`src/rtl/writeback_sequencer_pkg.sv`:
```
// Shared encodings for the register-file write-back sequencer.
//   - wb_kind request encodings (6..7 reserved)
//   - WriteRegCtrl destination select codes
//   - wb_src write-data source codes
//   - FSM state encoding
package writeback_sequencer_pkg;

    // Request kinds
    localparam logic [2:0] KIND_RTYPE = 3'd0;
    localparam logic [2:0] KIND_ITYPE = 3'd1;
    localparam logic [2:0] KIND_LOAD  = 3'd2;
    localparam logic [2:0] KIND_JAL   = 3'd3;
    localparam logic [2:0] KIND_PUSH  = 3'd4;
    localparam logic [2:0] KIND_POP   = 3'd5;

    // WriteRegMux destination select
    localparam logic [1:0] WR_RD   = 2'b00;  // rd[15:11]
    localparam logic [1:0] WR_SP29 = 2'b01;  // $29
    localparam logic [1:0] WR_RA31 = 2'b10;  // $31
    localparam logic [1:0] WR_RT   = 2'b11;  // rt[20:16]

    // Write-data source select
    localparam logic [1:0] SRC_ALU    = 2'b00;
    localparam logic [1:0] SRC_MEM    = 2'b01;
    localparam logic [1:0] SRC_PC4    = 2'b10;
    localparam logic [1:0] SRC_SP_ADJ = 2'b11;

    // FSM states
    localparam logic [1:0] ST_IDLE     = 2'd0;
    localparam logic [1:0] ST_MEM_WAIT = 2'd1;
    localparam logic [1:0] ST_WRITE1   = 2'd2;
    localparam logic [1:0] ST_WRITE2   = 2'd3;

    function automatic logic kind_valid(input logic [2:0] kind);
        return kind <= KIND_POP;
    endfunction

endpackage

```
`src/rtl/wb_lat_counter.sv`:
```
// Loadable down-counter with zero flag, used to time memory data phases.
// Ports:
//   clk_i, rst_ni  - clock, asynchronous active-low reset
//   clr_i          - synchronous clear to 0 (highest priority)
//   load_i         - load load_val_i
//   load_val_i     - value to load
//   dec_i          - decrement by one; saturates at 0 so it never wraps
//   zero_o         - counter equals 0
module wb_lat_counter #(
    parameter int unsigned Width = 4
) (
    input  logic             clk_i,
    input  logic             rst_ni,
    input  logic             clr_i,
    input  logic             load_i,
    input  logic [Width-1:0] load_val_i,
    input  logic             dec_i,
    output logic             zero_o
);

    logic [Width-1:0] cnt_d;
    logic [Width-1:0] cnt_q;

    always_comb begin
        cnt_d = cnt_q;
        if (clr_i) begin
            cnt_d = '0;
        end else if (load_i) begin
            cnt_d = load_val_i;
        end else if (dec_i && (cnt_q != '0)) begin
            cnt_d = cnt_q - Width'(1);
        end
    end

    always_ff @(posedge clk_i or negedge rst_ni) begin
        if (!rst_ni) begin
            cnt_q <= '0;
        end else begin
            cnt_q <= cnt_d;
        end
    end

    assign zero_o = (cnt_q == '0);

endmodule

```
`src/rtl/writeback_sequencer.sv`:
```
// Multicycle register-file write-back controller.
// Accepts one request per instruction (wb_req/wb_kind, sampled only in IDLE) and
// sequences WriteRegCtrl, RegWrite, wb_src/sp_inc and the memory strobes, including
// memory waits (LOAD/POP/PUSH) and the second $sp write of POP / first of PUSH.
// Ports:
//   clk, reset (async, active-low)
//   wb_req, wb_kind, flush           - request and synchronous abort
//   WriteRegCtrl, RegWrite           - to WriteRegMux / register file
//   wb_src, sp_inc                   - write-data mux select, $sp adjust direction
//   mem_rd, mem_wr                   - memory strobes during the data phase
//   busy, done, bad_kind             - status
// All outputs decode registered state only.
module writeback_sequencer
    import writeback_sequencer_pkg::*;
#(
    parameter int unsigned MEM_LAT = 2,
    parameter int unsigned CNT_W   = 4
) (
    input  logic       clk,
    input  logic       reset,
    input  logic       wb_req,
    input  logic [2:0] wb_kind,
    input  logic       flush,
    output logic [1:0] WriteRegCtrl,
    output logic       RegWrite,
    output logic [1:0] wb_src,
    output logic       sp_inc,
    output logic       mem_rd,
    output logic       mem_wr,
    output logic       busy,
    output logic       done,
    output logic       bad_kind
);

    localparam logic [CNT_W-1:0] LatLoad = CNT_W'(MEM_LAT - 1);

    logic [1:0] state_d, state_q;
    logic [2:0] kind_d, kind_q;
    logic       bad_kind_d, bad_kind_q;
    logic       cnt_load, cnt_dec, cnt_zero;

    wb_lat_counter #(
        .Width (CNT_W)
    ) u_lat_counter (
        .clk_i      (clk),
        .rst_ni     (reset),
        .clr_i      (flush),
        .load_i     (cnt_load),
        .load_val_i (LatLoad),
        .dec_i      (cnt_dec),
        .zero_o     (cnt_zero)
    );

    // Next-state logic
    always_comb begin
        state_d    = state_q;
        kind_d     = kind_q;
        bad_kind_d = 1'b0;
        cnt_load   = 1'b0;
        cnt_dec    = 1'b0;
        if (flush) begin
            state_d = ST_IDLE;
        end else begin
            unique case (state_q)
                ST_IDLE: begin
                    if (wb_req) begin
                        if (kind_valid(wb_kind)) begin
                            kind_d = wb_kind;
                            if (wb_kind == KIND_LOAD || wb_kind == KIND_POP) begin
                                state_d  = ST_MEM_WAIT;
                                cnt_load = 1'b1;
                            end else begin
                                state_d = ST_WRITE1;
                            end
                        end else begin
                            bad_kind_d = 1'b1;
                        end
                    end
                end
                ST_WRITE1: begin
                    if (kind_q == KIND_PUSH) begin
                        // $sp has been decremented; now the store data phase
                        state_d  = ST_MEM_WAIT;
                        cnt_load = 1'b1;
                    end else if (kind_q == KIND_POP) begin
                        state_d = ST_WRITE2;
                    end else begin
                        state_d = ST_IDLE;
                    end
                end
                ST_MEM_WAIT: begin
                    if (cnt_zero) begin
                        state_d = (kind_q == KIND_PUSH) ? ST_IDLE : ST_WRITE1;
                    end else begin
                        cnt_dec = 1'b1;
                    end
                end
                ST_WRITE2: begin
                    state_d = ST_IDLE;
                end
                default: begin
                    state_d = ST_IDLE;
                end
            endcase
        end
    end

    always_ff @(posedge clk or negedge reset) begin
        if (!reset) begin
            state_q    <= ST_IDLE;
            kind_q     <= KIND_RTYPE;
            bad_kind_q <= 1'b0;
        end else begin
            state_q    <= state_d;
            kind_q     <= kind_d;
            bad_kind_q <= bad_kind_d;
        end
    end

    // Moore output decode
    always_comb begin
        WriteRegCtrl = WR_RD;
        RegWrite     = 1'b0;
        wb_src       = SRC_ALU;
        sp_inc       = 1'b0;
        mem_rd       = 1'b0;
        mem_wr       = 1'b0;
        done         = 1'b0;
        busy         = (state_q != ST_IDLE);
        bad_kind     = bad_kind_q;
        unique case (state_q)
            ST_WRITE1: begin
                RegWrite = 1'b1;
                done     = 1'b1;
                unique case (kind_q)
                    KIND_ITYPE: WriteRegCtrl = WR_RT;
                    KIND_JAL: begin
                        WriteRegCtrl = WR_RA31;
                        wb_src       = SRC_PC4;
                    end
                    KIND_LOAD: begin
                        WriteRegCtrl = WR_RT;
                        wb_src       = SRC_MEM;
                    end
                    KIND_POP: begin
                        WriteRegCtrl = WR_RT;
                        wb_src       = SRC_MEM;
                        done         = 1'b0;
                    end
                    KIND_PUSH: begin
                        WriteRegCtrl = WR_SP29;
                        wb_src       = SRC_SP_ADJ;
                        done         = 1'b0;
                    end
                    default: WriteRegCtrl = WR_RD;
                endcase
            end
            ST_WRITE2: begin
                WriteRegCtrl = WR_SP29;
                RegWrite     = 1'b1;
                wb_src       = SRC_SP_ADJ;
                sp_inc       = 1'b1;
                done         = 1'b1;
            end
            ST_MEM_WAIT: begin
                mem_wr = (kind_q == KIND_PUSH);
                mem_rd = (kind_q != KIND_PUSH);
                done   = (kind_q == KIND_PUSH) && cnt_zero;
            end
            default: begin
                busy = 1'b0;
            end
        endcase
    end

endmodule

```
`config.mk`:
```
export PLATFORM = sky130hd
export DESIGN_NAME = writeback_sequencer
export DESIGN_NICKNAME = d
export VERILOG_FILES = /design/src/rtl/writeback_sequencer_pkg.sv /design/src/rtl/wb_lat_counter.sv /design/src/rtl/writeback_sequencer.sv
export SDC_FILE = /design/constraint.sdc
export NUM_CORES = 1
export LEC_CHECK = 0
export ABC_CLOCK_PERIOD_IN_PS = 3550
export CORE_AREA = 5 5 42 44
export CTS_BUF_LIST = sky130_fd_sc_hd__clkbuf_8
export DETAILED_ROUTE_END_ITERATION = 10
export DIE_AREA = 0 0 47 49
export DONT_BUFFER_PORTS = 1
export HOLD_SLACK_MARGIN = 0.05
export MAX_ROUTING_LAYER = met4
export PLACE_DENSITY = 0.76
export SETUP_SLACK_MARGIN = 0.4
export SLEW_MARGIN = 0
export SYNTH_ARGS = -nofsm -noshare
export SYNTH_HDL_FRONTEND = slang
export SYNTH_SLANG_ARGS = --single-unit
export TNS_END_PERCENT = 10
```
`constraint.sdc`:
```
create_clock -name clk -period 3.55 [get_ports clk]
set_clock_uncertainty 0.1 [all_clocks]
set_input_delay 0.355 -clock clk [delete_from_list [all_inputs] [get_ports clk]]
set_output_delay 0.355 -clock clk [all_outputs]
set_load 0.005 [all_outputs]
```
* Word level (Yosys, flattened, before mapping)
Index checks and enable logic that the tools add are counted.
Widths: inputs -> output; s select.
** Operators by class
- Add/sub/neg operators :: 1
- Multipliers :: 0
- Divide/modulo/power cells :: 0
- Order comparisons :: 1
- Eq/ne operators :: 14
- Shift-type cells :: 0
- Muxes and demuxes :: 36
- Bitwise gates (word level) :: 1
- Reduce and logical (&&, ||, !) cells :: 15
** Operators with widths (number)
- $mux 1 :: 18
- $mux 2 :: 8
- $mux 4 :: 3
- $ne 3x3->1 const B :: 4
- $pmux 2 s3 :: 2
- $eq 3x2->1 const B :: 3
- $eq 3x3->1 const B :: 3
- $pmux 2 s2 :: 2
- $pmux 2 s4 :: 1
- $reduce_or 2->1 :: 3
- $reduce_or 3->1 :: 2
- $eq 2x2->1 const B :: 2
- $logic_not 4->1 :: 1
- $reduce_and 4->1 :: 1
- $reduce_bool 4->1 :: 1
- $sub 4x1->4 const B :: 1
- $eq 3x1->1 const B :: 1
- $le 3x3->1 const B :: 1
- $pmux 1 s3 :: 1
- $reduce_and 3->1 :: 1
- $reduce_bool 3->1 :: 1
- $eq 2x1->1 const B :: 1
- $logic_and 1x1->1 :: 2
- $logic_not 2->1 :: 1
- other kinds (4) :: 4
** Storage, ports and cells
- Flip-flop bits (word level) :: 10
- Latch bits :: 0
- Memory bits (writable) :: 0
- Bits in read-only memories :: 0
- Output and inout port bits :: 11
- Logic and storage cells :: 72
- Memories :: 0

* Depth between registers and ports, before layout
Gate-level depths: netlist of the first run.
- Word-level depth :: 9
- Gate-level depth with buffers :: 5
- Gate-level depth less buffers :: 5

* Cells and area by module
From an unflattened synthesis of the first run, not the netlist that was laid out.
** Unflattened totals
- Cells, all modules :: 89
- Area, all modules :: 773.2 um^2
** By module, submodules not included
- writeback_sequencer :: times used 1, cells each 58, area an instance 480.5 um^2, seq. area each 150.1 um^2
- wb_lat_counter :: times used 1, cells each 31, area an instance 292.8 um^2, seq. area each 100.1 um^2

* Worst setup path after synthesis of the first run
OpenSTA, ideal clock, no wires.
- Path kind :: flip-flop to flip-flop
- Start :: register state_q[0]
- End :: register kind_q[0]
- Library setup time :: 0.127 ns
- Arrival time :: 1.549 ns
- Required time :: 3.323 ns
- Slack :: 1.774 ns
- Cell stages (with the launch flop) :: 6
- Cell sequence :: dfrtp_1 buf_6 or4b_4 buf_6 a21oi_2 mux2_1
** On the way
- Longest elaborated chain between the ends :: 2
** Ends and longest elaborated chain
- from (decl) :: RTL line writeback_sequencer.sv:37 : logic [1:0] state_d, state_q;
- from (signal assigned) :: RTL line writeback_sequencer.sv:114 : state_q <= state_d;
- $logic_not 2->1 :: RTL line writeback_sequencer.sv:64 : unique case (state_q)
- $reduce_and 4->1 (no source line)
- to (signal assigned) :: RTL line writeback_sequencer.sv:115 : kind_q <= kind_d;
- to (decl) :: RTL line writeback_sequencer.sv:38 : logic [2:0] kind_d, kind_q;
No other way between the ends.
A chain may end at the register's enable or synchronous reset.

* Final worst setup path of the first run
- Start :: register u_lat_counter.cnt_q[0]
- End :: output done
** On the way
- Longest elaborated chain between the ends :: 3
** Ends and longest elaborated chain
- from (decl) :: RTL line wb_lat_counter.sv:22 : logic [Width-1:0] cnt_q;
- from (signal assigned) :: RTL line wb_lat_counter.sv:39 : cnt_q <= cnt_d;
- $logic_not 4->1 :: RTL line wb_lat_counter.sv:43 : assign zero_o = (cnt_q == '0);
- $logic_and 1x1->1 :: RTL line writeback_sequencer.sv:168 : done = (kind_q == KIND_PUSH) && cnt_zero;
- $pmux 1 s3 :: RTL line writeback_sequencer.sv:131 : unique case (state_q)
- to (decl) :: RTL line writeback_sequencer.sv:31 : output logic done,
No other way between the ends.

==> metrics, run 1 <==
post-synth top area cell=dfrtp_1; R2R Setup Slk=about 1.8 ns; synth unique cells=39; ANT cells=0; required time of the critical path=about 3.1 ns; Storage cell area=250.2 µm²; syn_area_per_cell=approximately 9.0 µm²; Synth Instances=89; total number of vias=634; DP Wirelength=1211 µm; Setup CP Type=flip-flop to primary output; # fillers=about 130; pre-CTS WS=approximately 1.7 ns; Critical Path Sink Type=primary output; most common cell after layout, fill and taps aside=dfrtp_1; Multi-input gate area=~480 µm²; vias in the first global route=around 590; fin crit period=roughly 2.1 ns; syn_nets=98; first-pass GRT wire length=~2600 µm; crit path DAT=~1.7 ns; Fmax=471.8 MHz; Worst R2R Start=state_q[0]$_DFFE_PN0P_; final wirelength=around 1600 µm; top_reg_cell synth=dfrtp_1; worst-path fanout max=4; Post-route DRC=0; drt wl/cell=15.13 µm; worst slew pin tran=0.4912 ns; Core Area=roughly 1400 µm²; Max stage delay on crit path=0.50 ns; die area=around 2300 µm²; Sink Count=10; global placer's final weighted congestion=0.8587; Detail Route Antenna Nets=0; iteration count of the initial detailed-routing pass=4; setup violators final=0; CTS buffer count=3; fin. max-slew vios=0; Leakage=between 0.3 and 0.4 nW; htree depth=1; P&R area growth vs syn=4.382%; Fin Setup TNS=0 ns; hold endpoint=state_q[0]$_DFFE_PN0P_; CTS root buffer=clkbuf_8; crit-path cells=inv_1 -> ha_1 -> or3b_2 -> nor2_1 -> o21a_1; pwr dens=about 530 nW/µm²; nets@finish=97; clock slew at reported path FFs=approximately 0.05 ns; area share of the leading cell type in the synthesized netlist=0.3130; synthesized area=799.5 µm²; Die Y=around 49 µm; initial antenna violation count=0; final worst setup slack=1.430 ns; gr usage total=0.1550; Critical Path Source Type=flip-flop; most frequent cells in the layout=dfrtp_1, nor2_1, inv_1; Yosys Warn Count=0; Ports=18; RSZ-0062 raised after global routing=false; clock insertion delay at the later pin of the skew report=around 0.23 ns; Max-cap violations=0; Die X=47 µm; Detailed Route Iter0 Violations=9; Slew HR=0.6714; total setup buffers inserted after CTS=0; hold_sp=flush; CTS tree=done; slowest cell on the critical path=or3b_2; worst r2r path cells=3; hold slack=0.1180 ns; count of state elements after synthesis=10; Row Count=14; crit share post-route=0.5971; Starting Density=0.5705; share of layout cells above drive strength 1=0.1379; # port buffers=0; sequential fraction of the synthesis area=0.3130; number of synthesized flops with an enable pin=0; largest net degree at the start of global routing=13; synth top area cells=dfrtp_1, buf_6, a211oi_1; hold depth=1; CTS max path bufs=2; run status=complete, no violations; post-CTS sizing=0; async set-reset flop share out of synthesis=1.000; RR Endpoint=kind_q[0]$_DFFE_PN0P_; Hold Crit Class=input port to flip-flop; IR drop worst, VDD=between 0.3 and 0.4 mV; grt ovf=0; Via-to-Cell Ratio=roughly 6.2; Hold Violations, Final=0
power by group:
part / switching, mW / internal (mW) / total [mW]
Combinational: 0.0703 / 0.0676 / 0.138
Clock: 0.0440 / 0.0974 / 0.141
Sequential: 0.0318 / 0.132 / 0.164
synthesized netlist by cell type (2+ instances only):
cell	n
a211oi_1	4
a21oi_1	3
buf_6	3
clkbuf_1	3
dfrtp_1	10
ha_1	2
inv_1	6
nand2_1	3
nand2b_1	4
nor2_1	7
nor2b_1	4
nor3_1	2
nor3b_1	2
o21a_1	3
o21ai_0	3
o21bai_1	2
o22a_1	2
or3_1	2
or3b_2	2
or4_1	3
layout make-up:
class                           count  area share
Inverter                            6     0.02699
Multi-Input combinational cell     66      0.5712
Timing Repair Buffer                1     0.01199
Tap cell                           16     0.02399
Sequential cell                    10      0.2999
Clock buffer                        4     0.06597
critical path: cells and delay by family (launching register included):
kind                     cells  cell delay (ns)
AND/OR/NAND/NOR              2             0.61
flip-flops                   1             0.38
AO/OA/AOI/OAI                1             0.13
buffers and inverters        1             0.11
adder cells (fa/ha/maj)      1             0.19
per-stage QoR:
| stage | std cells | total power, mW | cell area, µm² | util |
|---|---|---|---|---|
| finish | 103 | 0.4435 | 834.6 | 0.5955 |
| detailed placement | 98 | 0.2994 | 769.5 | 0.5491 |
| floorplan | 89 | 0.2911 | 799.5 | - |
| global route | 103 | 0.4759 | 834.6 | 0.5955 |
| global placement | 98 | 0.2967 | 769.5 | 0.5491 |
| CTS | 103 | 0.4467 | 834.6 | 0.5955 |
how the worst max path moves through the flow:
stage,start,to,slack [ns],cells after the start
finish,u_lat_counter.cnt_q[0]$_DFFE_PN0P_,done,1.43,5
global route,u_lat_counter.cnt_q[0]$_DFFE_PN0P_,done,1.30,5
CTS,u_lat_counter.cnt_q[0]$_DFFE_PN0P_,done,1.43,5
detailed placement,u_lat_counter.cnt_q[0]$_DFFE_PN0P_,done,1.68,5
global placement,u_lat_counter.cnt_q[0]$_DFFE_PN0P_,done,1.72,5
floorplan,state_q[0]$_DFFE_PN0P_,kind_q[0]$_DFFE_PN0P_,1.77,5
sequential cells by signal, summed over array words and instances (netlist names):
signal	count
bad_kind	1
kind_q	3
state_q	2
u_lat_counter.cnt_q	4
per-layer routing:
metal / wire length [µm] / part of all wire / GRT usage
met1: 744 / 0.48 / 0.2027
met2: 698 / 0.45 / 0.2104
met3: 109 / 0.070 / 0.06273
met4: 7 / 0.0045 / 0.05991
met5: 0 / 0 / -
kinds of logic (layout without fill, tap and decap cells):
kind of cell               Yosys count  in the layout  share of synthesized area
adders and majority gates            2              2                    0.03129
AOI/OAI and AO/OA                   24             24                     0.2300
buffers and inverters               13             11                    0.09075
xor gates and xnor gates             1              1                    0.01096
and+or+nand+nor                     38             38                     0.3099
muxes                                1              1                    0.01408
DFF                                 10             10                     0.3130
repair_timing:
item | CTS | global route
hold buffers | 1 | 0
hold endpoints to repair | 10 | 0
setup endpoints to repair | 0 | 0
No activity file was read; power rests on OpenSTA's default activity.
==> inputs of run 2 (changes only) <==
--- a/config.mk
+++ b/config.mk
@@ -5,11 +5,11 @@
 export SDC_FILE = /design/constraint.sdc
 export NUM_CORES = 1
 export LEC_CHECK = 0
-export ABC_CLOCK_PERIOD_IN_PS = 3550
-export CORE_AREA = 5 5 42 44
+export ABC_CLOCK_PERIOD_IN_PS = 1900
+export CORE_MARGIN = 5
+export CORE_UTILIZATION = 58
 export CTS_BUF_LIST = sky130_fd_sc_hd__clkbuf_8
 export DETAILED_ROUTE_END_ITERATION = 10
-export DIE_AREA = 0 0 47 49
 export DONT_BUFFER_PORTS = 1
 export HOLD_SLACK_MARGIN = 0.05
 export MAX_ROUTING_LAYER = met4
==> constraint.sdc (replaced) <==
create_clock -name clk -period 1.9 [get_ports clk]
set_clock_uncertainty 0.1 [all_clocks]
set_input_delay 0.19 -clock clk [delete_from_list [all_inputs] [get_ports clk]]
set_output_delay 0.19 -clock clk [all_outputs]
set_load 0.005 [all_outputs]
==> metrics, run 2 (same netlist as run 1, synthesis figures left out) <==
run status=complete, no violations; vias in the first global route=674 (+15%); Fin Setup TNS=0 ns (unchanged); initial antenna violation count=0 (unchanged); drt wl/cell=16.50 µm (+9.1%); die area=2221 µm² (-3.6%); htree depth=1 (unchanged); most frequent cells in the layout=dfrtp_1, nor2_1, dlygate4sd3_1, buf_4; IR drop worst, VDD=0.8522 mV (+120%); pwr dens=928.5 nW/µm² (+75%); gr usage total=0.2031 (+0.04805); clock insertion delay at the later pin of the skew report=0.23 ns (about the same); first-pass GRT wire length=3070 µm (+18%); Detail Route Antenna Nets=0 (unchanged); required time of the critical path=1.92 ns (-1.17 ns); Slew HR=0.6997 (+0.02829); CTS root buffer=clkbuf_8; Hold Violations, Final=0 (unchanged); Starting Density=0.6144 (+0.04389); Ports=18 (unchanged); RSZ-0062 raised after global routing=true; fin crit period=~1.8 ns; # port buffers=0 (unchanged); Hold Crit Class=input port to flip-flop; hold endpoint=kind_q[2]$_DFFE_PN0P_; RR Endpoint=u_lat_counter.cnt_q[2]$_DFFE_PN0P_; setup violators final=0 (unchanged); grt ovf=0 (unchanged); worst slew pin tran=0.4490 ns (-0.04229 ns); crit share post-route=0.9303; clock slew at reported path FFs=0.05 ns (about the same); P&R area growth vs syn=19.56%; Top reg by flops=u_lat_counter.cnt_q; Total Power=887.6 µW (+100%); global placer's final weighted congestion=0.7788 (-9.3%); Die X=47.13 µm (+0.27%); CTS tree=done; Fmax=about 570 MHz; iteration count of the initial detailed-routing pass=4 (unchanged); hold slack=0.08232 ns (-0.03564 ns); Setup CP Type=flip-flop to flip-flop; CTS max path bufs=2 (unchanged); Critical Path Source Type=flip-flop; Sink Count=10 (unchanged); crit path DAT=1.79 ns (+0.13 ns); fin. max-slew vios=0 (unchanged); total number of vias=698 (+10%); Critical Path Sink Type=flip-flop; Core Area=1301 µm² (-7.1%); nets@finish=108 (+11%); worst-path fanout max=2 (-2); Die Y=47.13 µm (-3.8%); DP Wirelength=1371 µm (+13%); Regs by FF count=u_lat_counter.cnt_q x4, kind_q x3, state_q x2; Row Count=13 (-1); ANT cells=0 (unchanged); max reg flops=4 (unchanged); Via-to-Cell Ratio=6.177 (+0.35%); Post-route DRC=0 (unchanged); CTS buffer count=3 (unchanged); Leakage=0.4038 nW (+15%); Max-cap violations=0 (unchanged); worst r2r path cells=6 (+3); final wirelength=1864 µm (+20%); hold_sp=wb_kind[1]; R2R Setup Slk=0.13 ns (-1.62 ns); Detailed Route Iter0 Violations=48 (+39); Worst R2R Start=u_lat_counter.cnt_q[1]$_DFFE_PN0P_; most common cell after layout, fill and taps aside=dfrtp_1; share of layout cells above drive strength 1=0.2551 (+0.1172); hold depth=2 (+1); largest net degree at the start of global routing=11 (-2)
[run 2: worst max path at each step]
| stage | start | endpoint | slack, ns | cells past startpoint |
|---|---|---|---|---|
| after floorplan | state_q[0]$_DFFE_PN0P_ | kind_q[0]$_DFFE_PN0P_ | 0.18 | 5 |
| final | u_lat_counter.cnt_q[1]$_DFFE_PN0P_ | u_lat_counter.cnt_q[2]$_DFFE_PN0P_ | 0.13 | 6 |
| after CTS | u_lat_counter.cnt_q[1]$_DFFE_PN0P_ | done | 0.14 | 5 |
| after global routing | u_lat_counter.cnt_q[1]$_DFFE_PN0P_ | u_lat_counter.cnt_q[0]$_DFFE_PN0P_ | 0.1 | 6 |
| after global placement | u_lat_counter.cnt_q[0]$_DFFE_PN0P_ | u_lat_counter.cnt_q[0]$_DFFE_PN0P_ | 0.22 | 5 |
| after detailed placement | u_lat_counter.cnt_q[0]$_DFFE_PN0P_ | u_lat_counter.cnt_q[2]$_DFFE_PN0P_ | 0.19 | 5 |
[run 2: worst max-delay path, stage by stage, from the launching register on]
cell,delay (ns)
dfrtp_1,0.39
inv_2,0.09
buf_4,0.11
ha_1,0.14
inv_1,0.05
or4_1,0.52
a211oi_1,0.27
[run 2: timing repair]
item | CTS | global route
buffers inserted | 3 | 1
hold buffers | 6 | 0
pin swaps | 2 | 1
hold endpoints to repair | 15 | 0
gates cloned | 0 | 0
setup endpoints to repair | 11 | 12
gates resized for setup | 6 | 3
[run 2: layout make-up]
cell class / instances / area, µm²
fillers: 95 / 345.3
multi-input cells: 66 / 504.2
clock buffers: 4 / 55.05
inverters: 6 / 22.52
repair buffers: 12 / 105.1
flip-flops and latches: 10 / 250.2
well taps: 15 / 18.77
[run 2: routing by layer]
metal  track usage  up-vias  share of wire
met2        0.3089       30           0.49
met3       0.03065        2          0.066
li1              -      338              -
met1        0.2682      328           0.43
met5             -        -              0
met4       0.08287        0          0.011
[run 2: power by group]
group / internal [mW] / total [mW] / switching (mW)
Sequential: 0.248 / 0.297 / 0.0489
Clock: 0.182 / 0.262 / 0.0797
Combinational: 0.168 / 0.329 / 0.162
Total: 0.597 / 0.888 / 0.290
[run 2: through the flow]
| step | util | setup slack, ns | cell area, µm² | std cells |
|---|---|---|---|---|
| 2_1_floorplan | - | 0.1752 | 799.5 | 89 |
| 5_1_grt | 0.7346 | 0.09773 | 955.9 | 113 |
| 3_3_place_gp | 0.6019 | 0.2181 | 783.3 | 99 |
| 4_1_cts | 0.7231 | 0.1392 | 940.9 | 112 |
| 6_report | 0.7346 | 0.1325 | 955.9 | 113 |
| 3_5_place_dp | 0.6019 | 0.1907 | 783.3 | 99 |
==> inputs of run 3 (changes only) <==
--- a/config.mk
+++ b/config.mk
@@ -9,6 +9,7 @@
 export CORE_MARGIN = 5
 export CORE_UTILIZATION = 58
 export CTS_BUF_LIST = sky130_fd_sc_hd__clkbuf_8
+export CTS_CLUSTER_SIZE = 12
 export DETAILED_ROUTE_END_ITERATION = 10
 export DONT_BUFFER_PORTS = 1
 export HOLD_SLACK_MARGIN = 0.05
==> results of run 3 <==
Same layout as run 2: the final DEF is identical, and so are final timing and power.
